==> src/rtl/frame_bank_arbiter_pkg.sv <==
// frame_buf_pkg: shared types and helpers for the frame bank arbiter.
//   state_e          : burst scheduler FSM states (IDLE / CMD / DATA)
//   GNT_WR / GNT_RD  : grant encoding (1 = write port, 0 = read port)
//   next_free_bank   : the bank that is neither w nor r, given that the
//                      three bank indices are a permutation of {0,1,2}
package frame_buf_pkg;

  typedef enum logic [1:0] {
    ST_IDLE = 2'd0,
    ST_CMD  = 2'd1,
    ST_DATA = 2'd2
  } state_e;

  localparam logic GNT_WR = 1'b1;
  localparam logic GNT_RD = 1'b0;

  function automatic logic [1:0] next_free_bank(input logic [1:0] w, input logic [1:0] r);
    return 2'd3 - w - r;
  endfunction

endpackage

==> src/rtl/frame_bank_arbiter_if.sv <==
// frame_bank_arbiter_if: burst command bus between the arbiter and the
// DDR3 controller command port.
//   cmd_valid  : command valid (arbiter -> controller)
//   cmd_write  : 1 = write burst, 0 = read burst
//   cmd_addr   : burst start address
//   cmd_len    : burst length
//   cmd_ready  : controller accepts the command (controller -> arbiter)
//   burst_done : data phase of the accepted burst has finished
interface frame_bank_arbiter_if #(
  parameter int ADDR_W = 29
);
  logic              cmd_valid;
  logic              cmd_write;
  logic [ADDR_W-1:0] cmd_addr;
  logic [7:0]        cmd_len;
  logic              cmd_ready;
  logic              burst_done;

  modport master (
    output cmd_valid, cmd_write, cmd_addr, cmd_len,
    input  cmd_ready, burst_done
  );

  modport slave (
    input  cmd_valid, cmd_write, cmd_addr, cmd_len,
    output cmd_ready, burst_done
  );
endinterface

==> src/rtl/frame_bank_arbiter_bank_rotator.sv <==
// bank_rotator: triple-buffer bank bookkeeping.
// Holds W (bank being written), R (bank being displayed), L (latest
// complete frame) and l_valid. A write swap with a complete frame publishes
// W as the latest frame and moves the writer to the free bank; a read swap
// takes the latest frame if one exists. When both swaps happen together the
// read swap sees the result of the write swap.
//   clk, reset    : clock, synchronous active-high reset
//   wr_swap       : write frame event taken this cycle
//   wr_complete   : the write frame being closed is complete
//   rd_swap       : read frame event taken this cycle
//   w_q, r_q      : registered W and R
//   w_d, r_d      : W and R after this cycle's swaps
//   rd_repeat     : read swap found no new frame (reader re-shows R)
module bank_rotator
  import frame_buf_pkg::*;
(
  input  logic       clk,
  input  logic       reset,
  input  logic       wr_swap,
  input  logic       wr_complete,
  input  logic       rd_swap,
  output logic [1:0] w_q,
  output logic [1:0] r_q,
  output logic [1:0] w_d,
  output logic [1:0] r_d,
  output logic       rd_repeat
);

  logic [1:0] l_q, l_d;
  logic       lv_q, lv_d;
  logic [1:0] w_mid, l_mid;
  logic       lv_mid;

  always_comb begin
    w_mid     = w_q;
    l_mid     = l_q;
    lv_mid    = lv_q;
    if (wr_swap && wr_complete) begin
      l_mid  = w_q;
      w_mid  = next_free_bank(w_q, r_q);
      lv_mid = 1'b1;
    end

    // Read swap works on the post-write-swap view of L.
    w_d       = w_mid;
    r_d       = r_q;
    l_d       = l_mid;
    lv_d      = lv_mid;
    rd_repeat = 1'b0;
    if (rd_swap) begin
      if (lv_mid) begin
        r_d  = l_mid;
        l_d  = r_q;
        lv_d = 1'b0;
      end else begin
        rd_repeat = 1'b1;
      end
    end
  end

  always_ff @(posedge clk) begin
    if (reset) begin
      w_q  <= 2'd0;
      r_q  <= 2'd1;
      l_q  <= 2'd2;
      lv_q <= 1'b0;
    end else begin
      w_q  <= w_d;
      r_q  <= r_d;
      l_q  <= l_d;
      lv_q <= lv_d;
    end
  end

endmodule

==> src/rtl/frame_bank_arbiter.sv <==
// frame_bank_arbiter: schedules DDR3 write bursts (camera side) and read
// bursts (display side) one at a time and rotates three frame banks so the
// display never reads the bank being written.
//   clk, reset       : DDR user clock, synchronous active-high reset
//   wr_frame_start   : camera vsync pulse
//   rd_frame_start   : display vsync pulse
//   wr_req / rd_req  : write FIFO has a burst / read FIFO has room for one
//   cmd_if (master)  : burst command bus to the controller
//   wr_bank, rd_bank : bank being written / displayed
//   frame_drop       : pulse, an incomplete write frame was discarded
//   frame_repeat     : pulse, reader re-shows its bank
//   busy             : scheduler not idle
module frame_bank_arbiter
  import frame_buf_pkg::*;
#(
  parameter int          ADDR_W       = 29,
  parameter int unsigned BASE_ADDR    = 0,
  parameter int unsigned BANK_SIZE    = 2073600,
  parameter int unsigned BURST_STRIDE = 1920,
  parameter int unsigned BURST_LEN    = 240
) (
  input  logic       clk,
  input  logic       reset,
  input  logic       wr_frame_start,
  input  logic       rd_frame_start,
  input  logic       wr_req,
  input  logic       rd_req,
  frame_bank_arbiter_if.master cmd_if,
  output logic [1:0] wr_bank,
  output logic [1:0] rd_bank,
  output logic       frame_drop,
  output logic       frame_repeat,
  output logic       busy
);

  localparam logic [ADDR_W-1:0] BASE_A   = ADDR_W'(BASE_ADDR);
  localparam logic [ADDR_W-1:0] BANK_A   = ADDR_W'(BANK_SIZE);
  localparam logic [ADDR_W-1:0] STRIDE_A = ADDR_W'(BURST_STRIDE);
  localparam logic [7:0]        LEN_A    = 8'(BURST_LEN);

  function automatic logic [ADDR_W-1:0] sat_step(input logic [ADDR_W-1:0] off);
    if (off >= BANK_A - STRIDE_A) return BANK_A;
    return off + STRIDE_A;
  endfunction

  function automatic logic [ADDR_W-1:0] bank_addr(input logic [1:0] bank,
                                                  input logic [ADDR_W-1:0] off);
    return BASE_A + {{(ADDR_W-2){1'b0}}, bank} * BANK_A + off;
  endfunction

  state_e            state_q, state_d;
  logic              gnt_q, gnt_d;
  logic              last_q, last_d;
  logic [ADDR_W-1:0] wr_off_q, wr_off_d;
  logic [ADDR_W-1:0] rd_off_q, rd_off_d;
  logic [ADDR_W-1:0] addr_q, addr_d;
  logic              write_q, write_d;
  logic [7:0]        len_q, len_d;
  logic              wr_pend_q, wr_pend_d;
  logic              rd_pend_q, rd_pend_d;
  logic              drop_q, drop_d;
  logic              rep_q, rep_d;

  logic              wr_active, rd_active;
  logic              wr_event, rd_event;
  logic              wr_swap, rd_swap, wr_complete, rd_repeat;
  logic [ADDR_W-1:0] wr_off_eff, rd_off_eff;
  logic              wr_elig, rd_elig, pick;
  logic [1:0]        w_q, r_q, w_d, r_d;

  // Frame events: a port with a burst in flight defers its own event until
  // the scheduler is back in IDLE; the other port's event is taken at once.
  always_comb begin
    wr_active   = (state_q != ST_IDLE) && (gnt_q == GNT_WR);
    rd_active   = (state_q != ST_IDLE) && (gnt_q == GNT_RD);
    wr_event    = wr_frame_start || wr_pend_q;
    rd_event    = rd_frame_start || rd_pend_q;
    wr_swap     = wr_event && !wr_active;
    rd_swap     = rd_event && !rd_active;
    wr_pend_d   = wr_event && wr_active;
    rd_pend_d   = rd_event && rd_active;
    wr_complete = (wr_off_q == BANK_A);
    wr_off_eff  = wr_swap ? '0 : wr_off_q;
    rd_off_eff  = rd_swap ? '0 : rd_off_q;
    wr_elig     = wr_req && (wr_off_eff != BANK_A);
    rd_elig     = rd_req && (rd_off_eff != BANK_A);
    drop_d      = wr_swap && !wr_complete;
    rep_d       = rd_repeat;
  end

  bank_rotator u_rot (
    .clk         (clk),
    .reset       (reset),
    .wr_swap     (wr_swap),
    .wr_complete (wr_complete),
    .rd_swap     (rd_swap),
    .w_q         (w_q),
    .r_q         (r_q),
    .w_d         (w_d),
    .r_d         (r_d),
    .rd_repeat   (rd_repeat)
  );

  // Scheduler: the grant in IDLE already sees this cycle's swaps, so a burst
  // granted alongside a frame event starts at the new bank base.
  always_comb begin
    state_d  = state_q;
    gnt_d    = gnt_q;
    last_d   = last_q;
    addr_d   = addr_q;
    write_d  = write_q;
    len_d    = len_q;
    wr_off_d = wr_off_eff;
    rd_off_d = rd_off_eff;
    pick     = GNT_RD;

    if (wr_elig && rd_elig) pick = (last_q == GNT_WR) ? GNT_RD : GNT_WR;
    else if (wr_elig)       pick = GNT_WR;

    case (state_q)
      ST_IDLE: begin
        if (wr_elig || rd_elig) begin
          gnt_d   = pick;
          last_d  = pick;
          write_d = pick;
          len_d   = LEN_A;
          addr_d  = (pick == GNT_WR) ? bank_addr(w_d, wr_off_eff)
                                     : bank_addr(r_d, rd_off_eff);
          state_d = ST_CMD;
        end
      end
      ST_CMD: begin
        if (cmd_if.cmd_ready) state_d = ST_DATA;
      end
      ST_DATA: begin
        if (cmd_if.burst_done) begin
          if (gnt_q == GNT_WR) wr_off_d = sat_step(wr_off_q);
          else                 rd_off_d = sat_step(rd_off_q);
          state_d = ST_IDLE;
        end
      end
      default: state_d = ST_IDLE;
    endcase
  end

  always_ff @(posedge clk) begin
    if (reset) begin
      state_q   <= ST_IDLE;
      gnt_q     <= GNT_RD;
      last_q    <= GNT_WR;
      wr_off_q  <= '0;
      rd_off_q  <= '0;
      addr_q    <= '0;
      write_q   <= 1'b0;
      len_q     <= '0;
      wr_pend_q <= 1'b0;
      rd_pend_q <= 1'b0;
      drop_q    <= 1'b0;
      rep_q     <= 1'b0;
    end else begin
      state_q   <= state_d;
      gnt_q     <= gnt_d;
      last_q    <= last_d;
      wr_off_q  <= wr_off_d;
      rd_off_q  <= rd_off_d;
      addr_q    <= addr_d;
      write_q   <= write_d;
      len_q     <= len_d;
      wr_pend_q <= wr_pend_d;
      rd_pend_q <= rd_pend_d;
      drop_q    <= drop_d;
      rep_q     <= rep_d;
    end
  end

  assign cmd_if.cmd_valid = (state_q == ST_CMD);
  assign cmd_if.cmd_write = write_q;
  assign cmd_if.cmd_addr  = addr_q;
  assign cmd_if.cmd_len   = len_q;
  assign wr_bank          = w_q;
  assign rd_bank          = r_q;
  assign frame_drop       = drop_q;
  assign frame_repeat     = rep_q;
  assign busy             = (state_q != ST_IDLE);

endmodule

==> src/flat_wrapper.sv <==
// flat-port wrapper written by rule: the top's interface ports become plain ports
module frame_bank_arbiter_flat import frame_buf_pkg::*;
#(
  parameter int          ADDR_W       = 29,
  parameter int unsigned BASE_ADDR    = 0,
  parameter int unsigned BANK_SIZE    = 2073600,
  parameter int unsigned BURST_STRIDE = 1920,
  parameter int unsigned BURST_LEN    = 240
)
  (clk, reset, wr_frame_start, rd_frame_start, wr_req, rd_req, wr_bank, rd_bank, frame_drop, frame_repeat, busy, cmd_if_cmd_valid, cmd_if_cmd_write, cmd_if_cmd_addr, cmd_if_cmd_len, cmd_if_cmd_ready, cmd_if_burst_done);
  frame_bank_arbiter_if #(.ADDR_W(ADDR_W)) cmd_if_i ();
  input  logic clk;
  input  logic reset;
  input  logic wr_frame_start;
  input  logic rd_frame_start;
  input  logic wr_req;
  input  logic rd_req;
  output logic [1:0] wr_bank;
  output logic [1:0] rd_bank;
  output logic frame_drop;
  output logic frame_repeat;
  output logic busy;
  output wire logic [$bits(cmd_if_i.cmd_valid)-1:0] cmd_if_cmd_valid;
  output wire logic [$bits(cmd_if_i.cmd_write)-1:0] cmd_if_cmd_write;
  output wire logic [$bits(cmd_if_i.cmd_addr)-1:0] cmd_if_cmd_addr;
  output wire logic [$bits(cmd_if_i.cmd_len)-1:0] cmd_if_cmd_len;
  input wire logic [$bits(cmd_if_i.cmd_ready)-1:0] cmd_if_cmd_ready;
  input wire logic [$bits(cmd_if_i.burst_done)-1:0] cmd_if_burst_done;
  assign cmd_if_cmd_valid = cmd_if_i.cmd_valid;
  assign cmd_if_cmd_write = cmd_if_i.cmd_write;
  assign cmd_if_cmd_addr = cmd_if_i.cmd_addr;
  assign cmd_if_cmd_len = cmd_if_i.cmd_len;
  assign cmd_if_i.cmd_ready = cmd_if_cmd_ready;
  assign cmd_if_i.burst_done = cmd_if_burst_done;
  frame_bank_arbiter #(.ADDR_W(ADDR_W), .BASE_ADDR(BASE_ADDR), .BANK_SIZE(BANK_SIZE), .BURST_STRIDE(BURST_STRIDE), .BURST_LEN(BURST_LEN)) u_core (.clk(clk), .reset(reset), .wr_frame_start(wr_frame_start), .rd_frame_start(rd_frame_start), .wr_req(wr_req), .rd_req(rd_req), .cmd_if(cmd_if_i), .wr_bank(wr_bank), .rd_bank(rd_bank), .frame_drop(frame_drop), .frame_repeat(frame_repeat), .busy(busy));
endmodule
==> config.mk <==
export PLATFORM = sky130hd
export DESIGN_NAME = frame_bank_arbiter_flat
export DESIGN_NICKNAME = d
export VERILOG_FILES = /design/src/rtl/frame_bank_arbiter_pkg.sv /design/src/rtl/frame_bank_arbiter_if.sv /design/src/rtl/frame_bank_arbiter_bank_rotator.sv /design/src/rtl/frame_bank_arbiter.sv /design/src/flat_wrapper.sv
export SDC_FILE = /design/constraint.sdc
export NUM_CORES = 1
export LEC_CHECK = 0
export BUFFER_PORTS_ARGS = -buffer_cell sky130_fd_sc_hd__buf_2
export CAP_MARGIN = 30
export CORE_ASPECT_RATIO = 0.9
export CORE_MARGIN = 8
export CORE_UTILIZATION = 61
export DETAILED_ROUTE_END_ITERATION = 12
export PLACE_DENSITY = 0.9
export SLEW_MARGIN = 5
export SYNTH_ARGS = -nofsm -noshare
export SYNTH_HDL_FRONTEND = slang
export SYNTH_SLANG_ARGS = --single-unit
export TNS_END_PERCENT = 100
==> constraint.sdc <==
create_clock -name clk -period 5.9 [get_ports clk]
set_input_delay 1.18 -clock clk [delete_from_list [all_inputs] [get_ports clk]]
set_output_delay 1.18 -clock clk [all_outputs]
set_load 0.02 [all_outputs]
==> reports/metrics.cfg, run 1 <==
[detailed_routing]
avgViaCountPerCell=6.239
via_count=5989
wl_per_cell_um=16.73
drc=0
drt_wl_total_um=16060
drt_first_iter_violations=684
firstDrtPassIters=5
route.antenna.remaining_nets=0

[global_routing]
grt_overflow_total=0
grt_antenna_before_repair=0
grt_max_degree=54
grtUsageTotal=0.2349
grt_pass1_vias=5550
grt_pass1_wl_um=26520

[sta]
max_freq_mhz=186.8
tightest_slew_ns=0.7656
finalCriticalPeriod_ns=5.352
drv_slew=0
post-route-period-util=0.9072
rsz0062_at_grt=false
slew_headroom=0.4877
tns_ns=0
hold_viol_final=0
setup_slack_ns=0.5476
setup_viol=0
holdWs_ns=0.4505
clock_skew_ns=0.008029

[worst_setup_path]
critical_path.max_fanout=10
crit_path_end_kind=flip-flop
required_ns=6.14
worstPathArrival_ns=5.59
crit_type=input pin to flip-flop
setup.worst_path.start_class=input pin

[clock_network]
post_cts_resized=0
htree_levels=3
cts_setup_buffers=0
cts_hold_buf=0
clock-sinks=103
clk_pin_slew_worst_paths_ns=0.07
cts_tree=yes
cts_made_buffers=9
cts_buffer_depth=2
root_buffer=clkbuf_16
clock_latency_ns=0.36

[synthesis]
synth-edff-count=0
ys_dominant_reg_cell=dfxtp_1
yosysTopAreaCell=dfxtp_1
synth_warnings=0
synthCells=803
synth_area_leaders=dfxtp_1, nor2_1, ha_1, and2_1, a21oi_1
avgSynthCellArea_um2=7.873
ys_seq_area_frac=0.3261
synth_seq_cells=103
syn_area_mm2=0.006322
synth.distinct_cells=74
async_flop_share=0
synth_top_area_frac=0.3261

[run]
cap_violations=0

[final_layout]
multi_input_area_mm2=0.003961
area_delta_synth_final_pct=8.549
final_nets=866
final_cells=960
final_layout_size_suffix_gt1_frac=0.1155
fin_util=0.6755
antennaDiodeCount=0
regArea_mm2=0.002062
fillers=862
postLayoutCellArea_mm2=0.006863

[placement]
dpl.hpwl_um=11830
pre_cts_ws_ns=0.2169
dp_cells=943
port_buffers=49
place.gp.congestion=0.9192
placed_area_mm2=0.006569

[die]
num_rows=35
die-area_mm2=0.01388
fp.dieW_um=123.3
initial_utilization=0.6223
ios=54
core-area_mm2=0.01016
die_h_um=112.6

[power]
total_power_mw=1.524
powerDensity_mw_per_mm2=222.0
leakage_nw=2.904
ir_drop_v=0.0002330

[status]
status=finished, final reports clean

[worst_hold_path]
hold_class=flip-flop to flip-flop

## sequential cells by signal, indices dropped and copies added (netlist names)
signal	count
u_core.u_rot.w_q	2
u_core.frame_drop	1
u_core.wr_pend_q	1
u_core.state_q	2
u_core.cmd_if.cmd_len	1
u_core.wr_off_q	29
u_core.rd_pend_q	1
u_core.rd_off_q	29
u_core.u_rot.r_q	2
u_core.last_q	1
u_core.frame_repeat	1
u_core.gnt_q	1
u_core.u_rot.l_q	2
u_core.cmd_if.cmd_addr	29
u_core.u_rot.lv_q	1
## placed cells by master (no fill, tap or decap), types with 3 or more instances in the layout
master	netlist	final
a211o_1	5	5
a211oi_1	16	16
a21o_1	10	10
a21oi_1	59	58
a221oi_1	7	7
a311oi_1	15	15
a31oi_1	7	7
and2_1	48	48
and3_1	13	13
buf_2	5	49
buf_4	8	6
clkbuf_16	0	9
conb_1	1	4
dfxtp_1	103	103
ha_1	30	30
inv_1	24	24
mux2i_1	5	5
nand2_1	75	75
nand2b_1	14	14
nand3_1	44	44
nand4_1	5	5
nor2_1	105	105
nor2_2	3	3
nor2b_1	6	6
nor3_1	30	30
nor3b_1	3	3
nor4_1	6	6
o211ai_1	4	4
o21a_1	3	3
o21ai_0	22	22
o21ai_1	3	3
or3_1	4	4
xnor2_1	17	17
xor2_1	19	19
## critical path, stage by stage
cell	delay (ns)
buf_2	0.11
nor2_1	0.27
nor2_2	0.14
nand3_1	0.31
nor2_1	0.11
xnor2_1	0.38
inv_1	0.20
ha_1	0.34
ha_1	0.33
nand2_1	0.09
or3_1	0.39
o221a_2	0.27
o41ai_1	0.52
a21oi_1	0.18
nand2b_1	0.18
xnor2_1	0.14
and3_1	0.18
a21oi_1	0.15
o32ai_2	0.11
## power breakdown
part / internal [mW] / leakage [nW] / switching (mW)
registers: 0.721 / 0.837 / 0.0166
clock network: 0.290 / 0.127 / 0.273
logic: 0.0652 / 1.94 / 0.158
total: 1.08 / 2.90 / 0.447
## metal layers
metal	vias to the layer above	track usage	wire, µm
li1	2889	-	-
met1	2807	0.3107	7037
met2	268	0.3700	7467
met3	25	0.04466	1237
met4	0	0.08581	315
met5	-	0	0
## path summary, 6_finish.rpt
kind / startpoint / slack [ns] / depth (start not counted) / end
min: u_core.cmd_if.cmd_addr[10]$_SDFFE_PP0P_ / 0.45 / 2 / u_core.cmd_if.cmd_addr[10]$_SDFFE_PP0P_
max: wr_frame_start / 0.55 / 19 / u_core.cmd_if.cmd_addr[24]$_SDFFE_PP0P_
min reg2reg: u_core.cmd_if.cmd_addr[10]$_SDFFE_PP0P_ / 0.45 / 2 / u_core.cmd_if.cmd_addr[10]$_SDFFE_PP0P_
max reg2reg: u_core.wr_off_q[23]$_SDFF_PP0_ / 0.75 / 18 / u_core.cmd_if.cmd_addr[24]$_SDFFE_PP0P_
## area by class of cell
class                           instances  share of cell area
Clock buffer                           11             0.03391
Clock inverter                          5            0.006016
Inverter                               25             0.01367
Multi-Input combinational cell        631              0.5772
Sequential cell                       103              0.3005
Tap cell                              129             0.02352
Timing Repair Buffer                   56             0.04521
## kinds of logic (layout without fill, tap and decap cells)
| group | after synthesis | after routing | share of synthesized area |
|---|---|---|---|
| fa+ha+maj | 32 | 32 | 0.06570 |
| simple gates | 373 | 373 | 0.2998 |
| mux | 8 | 8 | 0.01425 |
| flops | 103 | 103 | 0.3261 |
| buf+inv | 72 | 97 | 0.05086 |
| other cells | 1 | 4 | 0.0005931 |
| compound gates | 178 | 178 | 0.1928 |
| xor+xnor | 36 | 36 | 0.04987 |
## synthesized netlist by cell type, types with 6 or more instances
cell,n
nor2_1,105
dfxtp_1,103
nand2_1,75
a21oi_1,59
and2_1,48
nand3_1,44
clkbuf_1,30
ha_1,30
nor3_1,30
inv_1,24
o21ai_0,22
xor2_1,19
xnor2_1,17
a211oi_1,16
a311oi_1,15
nand2b_1,14
and3_1,13
a21o_1,10
buf_4,8
a221oi_1,7
a31oi_1,7
nor2b_1,6
nor4_1,6
No activity file was read; power rests on OpenSTA's default activity.
==> inputs of run 2 (changes only) <==
- BUFFER_PORTS_ARGS: -buffer_cell sky130_fd_sc_hd__buf_2 -> unset
- CORE_UTILIZATION: 61 -> 64
- DONT_BUFFER_PORTS: unset -> 1
- PLACE_DENSITY: 0.9 -> 0.89
==> reports/metrics.cfg, run 2 (same netlist as run 1, synthesis figures left out) <==
[status]
status=finished, final reports clean  ; unchanged

[detailed_routing]
drt_wl_total_um=16670  ; was 16060 µm
firstDrtPassIters=5  ; unchanged
avgViaCountPerCell=6.524  ; was 6.239
wl_per_cell_um=18.40  ; was 16.73 µm
drc=0  ; unchanged
via_count=5911  ; was 5989
drt_first_iter_violations=546  ; was 684
route.antenna.remaining_nets=0  ; unchanged

[power]
pwr-share-seq=0.547  ; was 0.484
swShare=0.3096  ; was 0.2936
powerDensity_mw_per_mm2=215.8  ; was 222.0 mW/mm²
leakage_nw=2.639  ; was 2.904 nW
switching_power_uw=437.3  ; was 447.4 µW
pwr-share-clk=0.339  ; was 0.369
share_comb_of_total_power=0.114  ; was 0.147
intPower_uw=974.9  ; was 1.076 mW
ir_drop_v=0.0001872  ; was 0.0002330 V

[placement]
dp_cells=890  ; was 943
port_buffers=0  ; was 49
pre_cts_ws_ns=0.2991  ; was 0.2169 ns
placed_area_mm2=0.006330  ; was 0.006569 mm²
dpl.hpwl_um=12290  ; was 11830 µm
place.gp.congestion=0.9767  ; was 0.9192

[worst_setup_path]
crit_type=flip-flop to flip-flop  ; was input pin to flip-flop
worstPathArrival_ns=5.61  ; was 5.59 ns
worstReg2RegStart=u_core.wr_off_q[23]$_SDFF_PP0_  ; unchanged
crit_end=u_core.cmd_if.cmd_addr[24]$_SDFFE_PP0P_  ; unchanged
r2r_setup_slack_ns=0.57  ; was 0.75 ns
setup.worst_path.start_class=flip-flop  ; was input pin
crit_path_end_kind=flip-flop  ; unchanged
r2r_cells=18  ; unchanged
critical_path.max_fanout=10  ; unchanged
crit_path_start=u_core.wr_off_q[23]$_SDFF_PP0_  ; was wr_frame_start
timing.rr.end=u_core.cmd_if.cmd_addr[24]$_SDFFE_PP0P_  ; unchanged
required_ns=6.18  ; was 6.14 ns

[die]
initial_utilization=0.6547  ; was 0.6223
core-area_mm2=0.009657  ; was 0.01016 mm²
die_h_um=110.3  ; was 112.6 µm
fp.dieW_um=120.8  ; was 123.3 µm
die-area_mm2=0.01332  ; was 0.01388 mm²
ios=54  ; unchanged
num_rows=34  ; was 35

[final_layout]
antennaDiodeCount=0  ; unchanged
mostFrequentLayoutCell=nor2_1  ; unchanged
area_delta_synth_final_pct=3.483  ; was 8.549%
final_layout_size_suffix_gt1_frac=0.06026  ; was 0.1155
final_nets=815  ; was 866
final_cell_mix=nor2_1, dfxtp_1, nand2_1  ; unchanged
final_cells=906  ; was 960
fillers=796  ; was 862
postLayoutCellArea_mm2=0.006543  ; was 0.006863 mm²

[sta]
clock_skew_ns=0.01445  ; was 0.008029 ns
tns_ns=0  ; unchanged
post-route-period-util=0.9036  ; was 0.9072
max_freq_mhz=187.6  ; was 186.8 MHz
finalCriticalPeriod_ns=5.331  ; was 5.352 ns
tightest_slew_ns=0.7958  ; was 0.7656 ns
setup_viol=0  ; unchanged
hold_viol_final=0  ; unchanged
drv_slew=0  ; unchanged
rsz0062_at_grt=false  ; unchanged
setup_slack_ns=0.5690  ; was 0.5476 ns
slew_headroom=0.4628  ; was 0.4877

[global_routing]
use_met3=0.07281  ; was 0.04466
grt_max_degree=71  ; was 54
grt_antenna_before_repair=0  ; unchanged
met1_usage=0.2995  ; was 0.3107
grt_pass1_vias=5557  ; was 5550
top_usage_layer=met2  ; unchanged
grt_pass1_wl_um=27270  ; was 26520 µm
use_met2=0.4320  ; was 0.3700
grtUsageTotal=0.2533  ; was 0.2349
grt_overflow_total=0  ; unchanged

[worst_hold_path]
hold_start=u_core.last_q$_SDFFE_PP1P_  ; was u_core.cmd_if.cmd_addr[10]$_SDFFE_PP0P_
hold_class=flip-flop to flip-flop  ; unchanged

[clock_network]
root_buffer=clkbuf_8  ; was clkbuf_16
cts_setup_buffers=0  ; unchanged
clk_pin_slew_worst_paths_ns=0.11  ; was 0.07 ns
clock_latency_ns=0.40  ; was 0.36 ns
cts_tree=yes  ; unchanged
cts_made_buffers=9  ; unchanged
post_cts_resized=0  ; unchanged
htree_levels=3  ; unchanged
cts_buffer_depth=2  ; unchanged
clock-sinks=103  ; unchanged
cts_hold_buf=0  ; unchanged

[run]
cap_violations=0  ; unchanged

-- run 2: worst max-delay path, stage by stage (launching register included) --
cell	delay, ns
dfxtp_1	0.40
nor4_2	0.49
and4_4	0.36
nand3_1	0.31
nor2_1	0.23
xnor2_1	0.26
inv_1	0.19
ha_1	0.33
ha_1	0.32
nand2_1	0.10
or3_1	0.39
o221a_2	0.27
o41ai_1	0.58
a21oi_1	0.21
nand2b_1	0.19
xnor2_1	0.13
and3_1	0.18
a21oi_1	0.16
o32ai_2	0.11
-- run 2: final cells by class --
class	instances	area, µm²	share of cell area
inverter	25	93.84	0.01434
clock inverter	7	88.84	0.01358
tap	126	157.7	0.02410
sequential	103	2062	0.3152
multi-input combinational	631	3961	0.6055
timing repair buffer	5	55.05	0.008415
clock buffer	9	123.9	0.01893
-- run 2: metrics by stage --
| step | utilization | total power [mW] | hold WS [ns] |
|---|---|---|---|
| floorplan | - | 0.9099 | 0.4358 |
| global placement | 0.6521 | 0.9331 | 0.4572 |
| detailed placement | 0.6555 | 0.9455 | 0.4752 |
| CTS | 0.6775 | 1.413 | 0.4957 |
| global route | 0.6775 | 1.462 | 0.5077 |
| finish | 0.6775 | 1.412 | 0.4955 |
-- run 2: metal layers --
| metal | up-vias | routed length, µm |
|---|---|---|
| met2 | 280 | 7895 |
| li1 | 2784 | - |
| met1 | 2806 | 6812 |
| met4 | 0 | 373 |
| met5 | - | 0 |
| met3 | 41 | 1589 |
-- run 2: how the worst min path moves through the flow --
stage,slack (ns),to,depth (start not counted)
2_1_floorplan,0.44,u_core.rd_off_q[21]$_SDFF_PP0_,1
3_3_place_gp,0.46,u_core.rd_off_q[21]$_SDFF_PP0_,1
3_5_place_dp,0.48,u_core.last_q$_SDFFE_PP1P_,2
4_1_cts,0.50,u_core.last_q$_SDFFE_PP1P_,2
5_1_grt,0.51,u_core.last_q$_SDFFE_PP1P_,2
6_report,0.50,u_core.last_q$_SDFFE_PP1P_,2
-- run 2: power by group through the flow --
stage	combinational, mW	clock [mW]	sequential (mW)
floorplan	0.132	0	0.777
global placement	0.145	0	0.788
detailed placement	0.157	0	0.789
CTS	0.158	0.482	0.773
global route	0.178	0.507	0.777
finish	0.161	0.478	0.773
